===== config.mk =====
export PLATFORM = sky130hd
export DESIGN_NAME = mini_alu
export DESIGN_NICKNAME = d
export VERILOG_FILES = /design/src/rtl/mini_alu_pkg.sv /design/src/rtl/mini_alu_mult2x2.sv /design/src/rtl/mini_alu.sv
export SDC_FILE = /design/constraint.sdc
export NUM_CORES = 1
export LEC_CHECK = 0
export BUFFER_PORTS_ARGS = -buffer_cell sky130_fd_sc_hd__buf_2
export CORE_UTILIZATION = 62
export DETAILED_ROUTE_END_ITERATION = 10
export PLACE_DENSITY = 0.94
export SLEW_MARGIN = 0
export SYNTH_ARGS = -nofsm -noshare
export SYNTH_HDL_FRONTEND = slang
export SYNTH_SLANG_ARGS = --single-unit
export TNS_END_PERCENT = 10

===== constraint.sdc =====
create_clock -name Clock -period 6.3 [get_ports Clock]
set_clock_uncertainty 0.15 [all_clocks]
set_input_delay 0.315 -clock Clock [delete_from_list [all_inputs] [get_ports Clock]]
set_output_delay 0.315 -clock Clock [all_outputs]
set_load 0.02 [all_outputs]

===== src/rtl/mini_alu_pkg.sv =====
`default_nettype none
// ============================================================================
// Module      : mini_alu_pkg
// Description : Shared constants for the mini_alu sequencer: state encoding
//               of the LOAD -> MUL -> OUT cycle and the shift-add step count.
// Revision    : 1.0 - initial release
// ============================================================================
package mini_alu_pkg;

    // Sequencer state encoding
    localparam int unsigned c_STATE_W = 2;
    localparam logic [c_STATE_W-1:0] c_S_LOAD = 2'd0;
    localparam logic [c_STATE_W-1:0] c_S_MUL  = 2'd1;
    localparam logic [c_STATE_W-1:0] c_S_OUT  = 2'd2;

    // Number of shift-add iterations for the 4x4 product
    localparam int unsigned MUL_STEPS = 4;

    // Counter width and the value of the final MUL step
    localparam int unsigned c_CNT_W = 2;
    localparam logic [c_CNT_W-1:0] c_LAST_STEP = c_CNT_W'(MUL_STEPS - 1);

endpackage : mini_alu_pkg
`default_nettype wire


===== src/rtl/mini_alu_mult2x2.sv =====
`default_nettype none
// ============================================================================
// Module      : mult2x2
// Description : Combinational 2x2 unsigned multiplier, 4-bit product (0..9).
// Revision    : 1.0 - initial release
// ============================================================================
module mult2x2 (
    input  logic [1:0] a,
    input  logic [1:0] b,
    output logic [3:0] p
);

    logic [3:0] w_pp0;
    logic [3:0] w_pp1;

    // Partial products: b[0] selects a, b[1] selects a shifted by one
    always_comb begin
        w_pp0 = b[0] ? {2'b00, a}       : 4'd0;
        w_pp1 = b[1] ? {1'b0, a, 1'b0}  : 4'd0;
        p     = w_pp0 + w_pp1;
    end

endmodule : mult2x2
`default_nettype wire


===== src/rtl/mini_alu.sv =====
`default_nettype none
// ============================================================================
// Module      : mini_alu
// Description : Free-running sequencer computing iA2*iB2 + iA*iB. Operands are
//               captured at LOAD, the 4x4 product is built by four shift-add
//               steps, and the sum with the 2x2 product is registered at OUT.
//               One result every 6 clock cycles.
// Revision    : 1.0 - initial release
// ============================================================================
module mini_alu
    import mini_alu_pkg::*;
(
    input  logic       Clock,
    input  logic       Reset,
    input  logic [1:0] iA,
    input  logic [1:0] iB,
    input  logic [3:0] iA2,
    input  logic [3:0] iB2,
    output logic [7:0] oLed
);

    logic [c_STATE_W-1:0] r_state;
    logic [c_STATE_W-1:0] w_stateNext;
    logic [c_CNT_W-1:0]   r_count;
    logic [1:0]           r_opA;
    logic [1:0]           r_opB;
    logic [3:0]           r_mcand;
    logic [3:0]           r_mplier;
    logic [7:0]           r_accum;
    logic [7:0]           r_led;
    logic [3:0]           w_smallProd;
    logic [7:0]           w_shiftedMcand;

    // 2x2 product of the captured operands
    mult2x2 u_mult2x2 (
        .a (r_opA),
        .b (r_opB),
        .p (w_smallProd)
    );

    // Multiplicand aligned to the current multiplier bit
    assign w_shiftedMcand = {4'd0, r_mcand} << r_count;

    // Sequencer state register
    always_ff @(posedge Clock or posedge Reset) begin
        if (Reset) begin
            r_state <= c_S_LOAD;
        end else begin
            r_state <= w_stateNext;
        end
    end

    // Next-state: LOAD for one cycle, MUL until the last step, OUT for one cycle
    always_comb begin
        w_stateNext = r_state;
        case (r_state)
            c_S_LOAD: w_stateNext = c_S_MUL;
            c_S_MUL:  w_stateNext = (r_count == c_LAST_STEP) ? c_S_OUT : c_S_MUL;
            c_S_OUT:  w_stateNext = c_S_LOAD;
            default:  w_stateNext = c_S_LOAD;
        endcase
    end

    // Operand capture, shift-add accumulation and result register
    always_ff @(posedge Clock or posedge Reset) begin
        if (Reset) begin
            r_count  <= '0;
            r_opA    <= '0;
            r_opB    <= '0;
            r_mcand  <= '0;
            r_mplier <= '0;
            r_accum  <= '0;
            r_led    <= '0;
        end else begin
            case (r_state)
                c_S_LOAD: begin
                    r_opA    <= iA;
                    r_opB    <= iB;
                    r_mcand  <= iA2;
                    r_mplier <= iB2;
                    r_accum  <= '0;
                    r_count  <= '0;
                end
                c_S_MUL: begin
                    if (r_mplier[r_count]) begin
                        r_accum <= r_accum + w_shiftedMcand;
                    end
                    r_count <= r_count + 1'b1;
                end
                c_S_OUT: begin
                    // Max 225 + 9 = 234, so the 8-bit sum never wraps
                    r_led <= r_accum + {4'd0, w_smallProd};
                end
                default: begin
                    r_count <= '0;
                end
            endcase
        end
    end

    assign oLed = r_led;

endmodule : mini_alu
`default_nettype wire


==> results.sh, run 1 <==
export IMPL_status="finished, violations left"
export IMPL_violations="design-rule violations"
export IMPL_cts_sinks=32
export IMPL_maxSlewHeadroom=0.217
export IMPL_layout_common_cells="dfrtp_1 (32), buf_2 (21), nand2_1 (15)"
export IMPL_final_min_clock_period_ns=2.57
export IMPL_via_count=1411
export IMPL_path_clk_slew_ns=0.11
export IMPL_worst_slew_pin_slew_ns=1.17
export IMPL_cts_buffer_depth=2
export IMPL_crit_slowest_cell="dfrtp_1"
export IMPL_n_fill_cell=184
export IMPL_synth_xor_area_frac=0.0281
export IMPL_synth_simple_area_share=0.131
export IMPL_p_per_area_nw_per_um2=210
export IMPL_synth_top_area_frac=0.428
export IMPL_dr_first_iter_drc_count=70
export IMPL_drt_wl_total_um=3830
export IMPL_cpMostUsedCell="nor2_1"
export IMPL_yosysWarnings=0
export IMPL_syn_area_um2=1870
export IMPL_wl_per_cell_um=17.0
export IMPL_cts_buffers=5
export IMPL_final_common_cell="dfrtp_1"
export IMPL_wl_met2_um=2030
export IMPL_vdd_drop_max_mv=0.174
export IMPL_core_rowCount=19
export IMPL_ys_seq_elements=32
export IMPL_dieArea_um2=3250
export IMPL_max_stage_delay_ns=0.55
export IMPL_initial_core_util=0.668
export IMPL_core_area_um2=2810
export IMPL_synth_top_family_by_area="compound AO/OA/AOI/OAI gates"
export IMPL_post_dp_hpwl_um=2700
export IMPL_pwr_share_comb=0.149
export IMPL_synth_cell_types=40
export IMPL_hp_class="input port to flip-flop"
export IMPL_grt_first_pass_wirelength_um=6380
export IMPL_syn_instance_count=171
export IMPL_cp_data_required_time_ns=6.39
export IMPL_setup_viol=0
export IMPL_ioPinCount=22
export IMPL_m1WireLength_um=1500
export IMPL_power_frac_seq=0.535
export IMPL_synth_compound_gate_area_share=0.153
export IMPL_cts_root_buffer="clkbuf_4"
export IMPL_rsz0062_at_grt="false"
export IMPL_grt_usage=0.263
export IMPL_ys_seq_area_frac=0.428
export IMPL_postCtsHoldBufs=0
export IMPL_cp_end_kind="flip-flop"
export IMPL_p_sw_mw=0.120
export IMPL_regArea_um2=801
export IMPL_switching_share=0.279
export IMPL_critPathKind="flip-flop to flip-flop"
export IMPL_worstPathMaxFanout=9
export IMPL_crit_path_start_kind="flip-flop"
export IMPL_area_growth_pct=9.35
export IMPL_drv_cap=0
export IMPL_arrival_ns=2.66
export IMPL_dieHeight_um=57.0
export IMPL_ys_flop_type="dfrtp_1"
export IMPL_cts_tree="yes"
export IMPL_ctsResizeCount=0
export IMPL_drv_slew=0
export IMPL_grt_ovfl_total=0
export IMPL_ant_nets=0
export IMPL_muxShareOfSynthArea=0.118
export IMPL_worstSkewPairLatency_ns=0.34
export IMPL_die_w_um=57.0
export IMPL_drive_above_1_share=0.247
export IMPL_hold_viol=0
export IMPL_hold_ws_ns=0.0453
export IMPL_drc=2
export IMPL_p_int_mw=0.310
export IMPL_post_cts_buffers=0
export IMPL_synthAdderAreaFrac=0.115
export IMPL_syn_area_per_cell_um2=11.0
export IMPL_port_buffers=21
export IMPL_antenna_found_initial=0
export IMPL_htreeDepth=2
export IMPL_grt_pass1_vias=1412
export IMPL_crit_family="flip-flops"
export IMPL_setup_tns_final_ns=0
export IMPL_p_leak_nw=1.05
export IMPL_wl_met3_um=214
export IMPL_pwr_share_clk=0.315
export IMPL_num_nets_final=224
export IMPL_path_cells="mux2_2, nor2_1, a21oi_1, ha_1, and3_1, nor2_1, o21ai_0, a221o_1"
export IMPL_synth_largest_area_cell="dfrtp_1"
export IMPL_vias_per_cell=6.27
export IMPL_dr_max_layer_used="met4"
export IMPL_worst_path_buf_inv=0
export IMPL_synth_nets=201
export IMPL_multiInputGateArea_um2=1020
export IMPL_synth_edf_count=0
export IMPL_async_flop_share=1.00
export IMPL_n_antenna_cell=0
export IMPL_fin_crit_sh=0.408
export IMPL_drt_first_pass_iters=7
export IMPL_ys_top_cells_by_area="dfrtp_1 (43%), ha_1 (9.4%), mux2_2 (8.4%)"
export IMPL_grt_start_max_net_pins=33
export IMPL_gp_congestion=0.859
export IMPL_clock_fmax_ghz=0.389
## power by group through the flow
stage,logic [mW],clock network (mW),registers [mW]
4_1_cts,0.0644,0.135,0.230
3_3_place_gp,0.0610,0,0.233
5_1_grt,0.0714,0.142,0.231
3_5_place_dp,0.0635,0,0.234
2_1_floorplan,0.0267,0,0.248
6_report,0.0641,0.135,0.230
## worst register-to-register path, cell delays in order (launching register included)
cell     delay, ns
dfrtp_1       0.55
mux2_2        0.39
nor2_1        0.11
a21oi_1       0.06
ha_1          0.37
and3_1        0.19
nor2_1        0.23
o21ai_0       0.14
a221o_1       0.30
## cell usage after synthesis (all sizes together) (2+ instances only)
cell type,instances
mux2i,4
dfrtp,32
nand2,15
or2,2
a22o,6
a221o,2
nand3,2
nor2b,5
o21a,2
inv,5
ha,14
fa,2
xor2,3
a21oi,6
a21o,4
o21ai,10
nand2b,2
xnor2,3
mux2,14
buf,2
nor2,8
clkbuf,3
and3,4
and2,6
## path summary, 6_finish.rpt
kind	slack, ns	cells after the start	to	startpoint
worst min-delay path	0.05	2	r_mcand[2]	iA2[2]
worst min register to register	0.33	2	oLed[4]	oLed[4]
max in group asynchronous	5.17	2	r_mcand[0]	Reset
min in group asynchronous	0.12	2	r_accum[7]	Reset
worst max-delay path	3.73	8	r_accum[5]	r_count[0]
worst max register to register	3.73	8	r_accum[5]	r_count[0]
## registers in the layout, summed over array words and instances (netlist names)
signal    flops
oLed          8
r_accum       8
r_mcand       4
r_mplier      4
r_count       2
r_opA         2
r_opB         2
r_state       2
## area by class of cell
cell class | count | share of cell area
Tap cell | 31 | 0.0189
Multi-Input combinational cell | 129 | 0.498
Inverter | 5 | 0.00916
Sequential cell | 32 | 0.391
Timing Repair Buffer | 21 | 0.0513
Clock buffer | 7 | 0.0318
## kinds of logic after synthesis
group / count (synthesis)
compound gates: 40
xor+xnor: 6
fa+ha+maj: 16
buf+inv: 10
flops: 32
mux: 19
simple gates: 48
## routing by layer
metal,vias up,global-route usage
met4,0,0.108
met3,14,0.0612
met1,664,0.293
li1,670,-
met5,-,0
met2,63,0.482
## per-stage QoR
step | instances | cell area, um2 | setup slack (ns) | utilization | power [mW]
after floorplan | 171 | 1870 | 3.97 | - | 0.275
after global placement | 218 | 1980 | 3.88 | 0.707 | 0.294
after detailed placement | 218 | 1980 | 3.78 | 0.707 | 0.298
after CTS | 225 | 2050 | 3.75 | 0.730 | 0.430
after global routing | 225 | 2050 | 3.54 | 0.730 | 0.445
final | 225 | 2050 | 3.73 | 0.730 | 0.429
Note: power is estimated with default switching activity, not from simulation.
==> run 2: changes to the inputs <==
- CORE_UTILIZATION: 62 -> 52
- PLACE_DENSITY: 0.94 -> 0.85
- clock period: 6.3 -> 2.1 ns (I/O delays scaled with it)
==> run 2 against run 1 <==
  * The run ends with negative setup slack left
  * Global-route usage is 2.1 points higher
  * Die area is 19% higher
  * Count of clock-buffer cells in the layout did not move
  * Via count up 14%
==> results.sh, run 2 (same netlist as run 1, synthesis figures left out) <==
export IMPL_hold_viol=0
export IMPL_dieArea_um2=3850
export IMPL_drt_wl_total_um=4810
export IMPL_p_leak_nw=1.26
export IMPL_drive_above_1_share=0.418
export IMPL_final_common_cell="dfrtp_1"
export IMPL_worst_slew_pin_slew_ns=0.523
export IMPL_grt_usage=0.284
export IMPL_layout_common_cells="dfrtp_1 (31), buf_4 (29), buf_2 (21)"
export IMPL_port_buffers=21
export IMPL_cts_sinks=32
export IMPL_dieHeight_um=62.0
export IMPL_arrival_ns=2.33
export IMPL_worstPathMaxFanout=5
export IMPL_grt_ovfl_total=0
export IMPL_grt_pass1_vias=1621
export IMPL_drc=0
export IMPL_gp_congestion=0.839
export IMPL_grt_first_pass_wirelength_um=7420
export IMPL_initial_core_util=0.553
export IMPL_dp_cells=262
export IMPL_cp_data_required_time_ns=2.18
export IMPL_setup_viol=9
export IMPL_ant_nets=0
export IMPL_vdd_drop_max_mv=0.462
export IMPL_critPathKind="flip-flop to flip-flop"
export IMPL_cts_root_buffer="clkbuf_4"
export IMPL_reg2reg_depth=8
export IMPL_finalNonFillerCells=283
export IMPL_drt_first_pass_iters=4
export IMPL_rr_endpoint="r_accum[5]"
export IMPL_cp_end_kind="flip-flop"
export IMPL_worst_slack_ns=-0.157
export IMPL_maxSlewHeadroom=0.651
export IMPL_n_antenna_cell=0
export IMPL_drv_slew=0
export IMPL_antenna_found_initial=0
export IMPL_clock_fmax_ghz=0.443
export IMPL_wl_per_cell_um=17.0
export IMPL_grt_start_max_net_pins=33
export IMPL_drv_cap=0
export IMPL_dr_first_iter_drc_count=90
export IMPL_crit_path_start_kind="flip-flop"
export IMPL_cts_tree="yes"
export IMPL_area_growth_pct=36.8
export IMPL_placed_cell_area_um2=2230
export IMPL_cts_buffer_depth=2
export IMPL_violations="negative setup slack"
export IMPL_cts_buffers=5
export IMPL_die_w_um=62.0
export IMPL_via_count=1605
export IMPL_dpl_worst_slack_ns=-0.228
export IMPL_core_area_um2=3390
export IMPL_startpoint="r_count[0]"
export IMPL_path_clk_slew_ns=0.10
export IMPL_rsz0062_at_grt="true"
export IMPL_num_nets_final=267
export IMPL_worstSkewPairLatency_ns=0.34
export IMPL_hp_class="input port to async pin"
export IMPL_status="finished, violations left"
export IMPL_core_rowCount=21
export IMPL_fin_crit_sh=1.07
export IMPL_r2r_start="r_count[0]"
export IMPL_final_min_clock_period_ns=2.26
export IMPL_p_per_area_nw_per_um2=523
export IMPL_ioPinCount=22
export IMPL_r2r_setup_slack_ns=-0.16
export IMPL_vias_per_cell=5.67
export IMPL_setup_tns_final_ns=-0.980
export IMPL_htreeDepth=2
export IMPL_hold_ws_ns=0.233
export IMPL_design_area_um2=2560
==> run 2: cell types whose count changed in the layout (fill, tap and decap cells not counted), sizes merged <==
cell / delta
buf: +30
dlygate4sd3: +13
==> run 2: power by group <==
group | internal [mW] | switching, mW | total [mW]
registers | 0.664 | 0.0268 | 0.691
clock network | 0.190 | 0.210 | 0.400
logic | 0.116 | 0.134 | 0.250
==> run 2: stage by stage <==
step                utilization  power [mW]
floorplan                     -       0.827
global placement          0.659       0.902
detailed placement        0.659       0.913
CTS                       0.742        1.33
global route              0.756        1.41
finish                    0.756        1.34
==> run 2: area by class of cell <==
class	count	area [um2]
Inverter	5	18.8
Tap cell	46	57.6
Fill cell	211	827
Multi-Input combinational cell	129	1150
Clock buffer	7	65.1
Sequential cell	32	802
Timing Repair Buffer	64	464
==> run 2: worst max-delay path: stages (launching register included) <==
cell and delay (ns):
dfrtp_2 0.46, mux2_4 0.34, nor2_4 0.12, a21oi_2 0.06, ha_4 0.30, and3_4 0.19, nor2_2 0.05, o2111a_1 0.22
a221o_1 0.25
==> run 2: worst max-delay path by stage <==
stage | cells after the start | to | slack, ns
final | 8 | r_accum[5] | -0.16
after detailed placement | 8 | oLed[5] | -0.23
after floorplan | 9 | r_accum[6] | -0.16
after CTS | 8 | r_accum[5] | -0.21
after global routing | 8 | r_accum[6] | -0.24
after global placement | 8 | r_accum[7] | -0.17
==> run 2: what timing repair did <==
item	4_1_cts	5_1_grt
pin swaps	14	9
hold buffers	13	0
endpoints found under the setup margin	10	11
gates resized for setup	22	10
buffers inserted	0	1
hold endpoints to repair	44	0
==> run 2: routing by layer <==
metal  track usage  vias to the layer above  share of wire
met4         0.210                        0          0.052
li1              -                      751              -
met5             0                        -              0
met1         0.285                      786           0.36
met3        0.0704                       21          0.035
met2         0.505                       47           0.55
==> run 3: changes to the inputs <==
- ABC_AREA: default -> 1
==> run 3 against run 2 <==
  * The run now ends clean
  * Count of clock-buffer cells in the layout did not move
  * Die area rose by 1.5%
  * Synthesized cell count rose by 46%
  * Synthesized area rose by 1.5%
  * Wire length fell by 9.5%
  * Maximum frequency rose by 10%
  * Sequential power fell by 0.9%
  * Largest cell class unchanged
  * Largest power group unchanged
  * Highest routed layer unchanged
==> results.sh, run 3 <==
export IMPL_synth_cell_types=24
export IMPL_dr_first_iter_drc_count=100
export IMPL_n_fill_cell=245
export IMPL_syn_instance_count=250
export IMPL_yosys_top_cells_count="nand2_1 (91), dfrtp_1 (32), inv_1 (30)"
export IMPL_port_buffers=21
export IMPL_drv_cap=0
export IMPL_core_area_um2=3420
export IMPL_grt_start_max_net_pins=33
export IMPL_hp_class="input port to async pin"
export IMPL_ys_flop_type="dfrtp_1"
export IMPL_htreeDepth=2
export IMPL_gp_congestion=0.841
export IMPL_cts_buffers=5
export IMPL_grt_ovfl_total=0
export IMPL_syn_area_um2=1900
export IMPL_rsz0062_at_grt="true"
export IMPL_cts_buffer_depth=2
export IMPL_vias_per_cell=5.13
export IMPL_p_int_mw=0.950
export IMPL_synth_nets=280
export IMPL_worst_slew_pin_slew_ns=0.394
export IMPL_pwr_share_clk=0.303
export IMPL_ys_seq_area_frac=0.421
export IMPL_cp_data_required_time_ns=2.19
export IMPL_drt_wl_total_um=4350
export IMPL_synth_edf_count=0
export IMPL_worstPathMaxFanout=4
export IMPL_syn_area_per_cell_um2=7.61
export IMPL_power_frac_seq=0.522
export IMPL_via_count=1784
export IMPL_worst_path_buf_inv=1
export IMPL_cp_end_kind="flip-flop"
export IMPL_pwr_share_comb=0.175
export IMPL_drt_first_pass_iters=4
export IMPL_synth_largest_area_cell="dfrtp_1"
export IMPL_core_rowCount=21
export IMPL_post_dp_hpwl_um=2820
export IMPL_wl_per_cell_um=12.5
export IMPL_final_common_cell="nand2_1"
export IMPL_critPathKind="flip-flop to flip-flop"
export IMPL_final_util=0.723
export IMPL_grt_pass1_vias=1626
export IMPL_path_clk_slew_ns=0.10
export IMPL_setup_tns_final_ns=0
export IMPL_die_w_um=62.5
export IMPL_p_per_area_nw_per_um2=531
export IMPL_cts_sinks=32
export IMPL_grt_first_pass_wirelength_um=7130
export IMPL_maxSlewHeadroom=0.738
export IMPL_async_flop_share=1.00
export IMPL_initial_core_util=0.557
export IMPL_ys_top_cells_by_area="dfrtp_1 (42%), nand2_1 (18%), ha_1 (9.2%)"
export IMPL_max_stage_delay_ns=0.39
export IMPL_hold_ws_ns=0.232
export IMPL_final_min_clock_period_ns=2.05
export IMPL_drc=0
export IMPL_ant_nets=0
export IMPL_ioPinCount=22
export IMPL_cts_tree="yes"
export IMPL_setup_viol=0
export IMPL_p_leak_nw=1.28
export IMPL_grt_usage=0.236
export IMPL_fin_crit_sh=0.975
export IMPL_drv_slew=0
export IMPL_drive_above_1_share=0.262
export IMPL_status="finished clean"
export IMPL_num_nets_final=332
export IMPL_dieArea_um2=3900
export IMPL_area_growth_pct=29.9
export IMPL_vdd_drop_max_mv=0.461
export IMPL_p_sw_mw=0.362
export IMPL_switching_share=0.276
export IMPL_yosysMostFrequentCell="nand2_1"
export IMPL_crit_slowest_cell="dfrtp_1"
export IMPL_worstSkewPairLatency_ns=0.33
export IMPL_crit_family="adder cells"
export IMPL_r2r_setup_slack_ns=0.05
export IMPL_n_antenna_cell=0
export IMPL_arrival_ns=2.13
export IMPL_ys_seq_elements=32
export IMPL_yosysWarnings=0
export IMPL_crit_path_start_kind="flip-flop"
export IMPL_path_cells="nand2_1, inv_1, ha_2, ha_4, ha_4, a21oi_2, nand2_2, or2_2, nand3_1, nand2_1"
export IMPL_clock_fmax_ghz=0.488
export IMPL_antenna_found_initial=0
export IMPL_hold_viol=0
export IMPL_synth_top_area_frac=0.421
export IMPL_cts_root_buffer="clkbuf_4"
export IMPL_dieHeight_um=62.5
export IMPL_layout_common_cells="nand2_1 (85), inv_1 (30), dfrtp_1 (30)"
## run 3: changes by cell type in the layout (fill, tap and decap cells not counted), sizes merged, moves of 3 or more
| cell | before | now |
|---|---|---|
| inv | 5 | 35 |
| nor2b | 5 | 0 |
| buf | 51 | 36 |
| mux2 | 14 | 0 |
| o21ai | 10 | 21 |
| a22o | 6 | 0 |
| nor2 | 8 | 12 |
| mux2i | 4 | 1 |
| nand2 | 15 | 93 |
| a21o | 4 | 0 |
| nand3 | 2 | 15 |
| and2 | 6 | 0 |
| and3 | 4 | 0 |
## run 3: power groups by stage
stage                     Sequential (mW)  Combinational (mW)  Clock, mW
after global routing                0.690               0.252      0.424
final                               0.685               0.230      0.397
after CTS                           0.683               0.219      0.402
after global placement              0.695               0.192          0
after detailed placement            0.696               0.196          0
after floorplan                     0.740              0.0779          0
## run 3: worst paths after layout
path                            start          to  cells after the start
max                          r_opA[0]     oLed[3]                     10
max in group asynchronous       Reset  r_count[0]                      4
max reg2reg                  r_opA[0]     oLed[3]                     10
min reg2reg                r_state[1]  r_state[0]                      1
min                             Reset     oLed[6]                      4
min in group Clock         r_state[1]  r_state[0]                      1
## run 3: cell type report
| type | instances | area, um2 | share of cell area |
|---|---|---|---|
| Clock buffer | 7 | 65.1 | 0.0263 |
| Inverter | 35 | 131 | 0.0532 |
| Multi-Input combinational cell | 179 | 1060 | 0.428 |
| Sequential cell | 32 | 803 | 0.325 |
| Tap cell | 46 | 57.6 | 0.0233 |
| Timing Repair Buffer | 49 | 355 | 0.144 |
## run 3: metal layers
| metal | global-route usage | up-vias | part of all wire | routed length (um) |
|---|---|---|---|---|
| met5 | 0 | - | 0 | 0 |
| met1 | 0.301 | 832 | 0.44 | 1920 |
| li1 | - | 899 | - | - |
| met4 | 0.0698 | 0 | 0.011 | 48 |
| met2 | 0.398 | 47 | 0.51 | 2230 |
| met3 | 0.0547 | 6 | 0.036 | 155 |
## run 3: worst reg2reg max path, stage by stage, from the launching register on
cell and delay, ns:
dfrtp_1 0.39, nand2_1 0.07, inv_1 0.04, ha_2 0.19, ha_4 0.27, ha_4 0.21, a21oi_2 0.14, nand2_2 0.10
or2_2 0.28, nand3_1 0.07, nand2_1 0.05
## run 3: kinds of logic (layout without fill, tap and decap cells)
family,after synthesis,after routing,share of synthesized area
flip-flops,32,32,0.421
adder cells (fa/ha/maj),16,16,0.113
buffers and inverters,39,91,0.0822
multiplexers,1,1,0.00526
XOR/XNOR,4,4,0.0184
AND/OR/NAND/NOR,126,126,0.273
AO/OA/AOI/OAI,32,32,0.0868
## run 3: stage by stage
| stage | instance area (um2) | std cells | power, mW | worst slack (ns) |
|---|---|---|---|---|
| final | 2470 | 348 | 1.31 | 0.0527 |
| after global routing | 2470 | 348 | 1.37 | -0.0514 |
| after global placement | 2110 | 323 | 0.887 | -0.0252 |
| after floorplan | 1900 | 250 | 0.818 | 0.00363 |
| after CTS | 2340 | 343 | 1.30 | 0.00307 |
| after detailed placement | 2110 | 323 | 0.892 | -0.0757 |
## run 3: repair_timing
action                                  4_1_cts  5_1_grt
hold buffers                                 13        0
gates resized for setup                       3       33
endpoints found under the hold margin        44        0
endpoints found under the setup margin        5       10
buffers inserted                              0        5
gates cloned                                  0        0
pin swaps                                     1       12
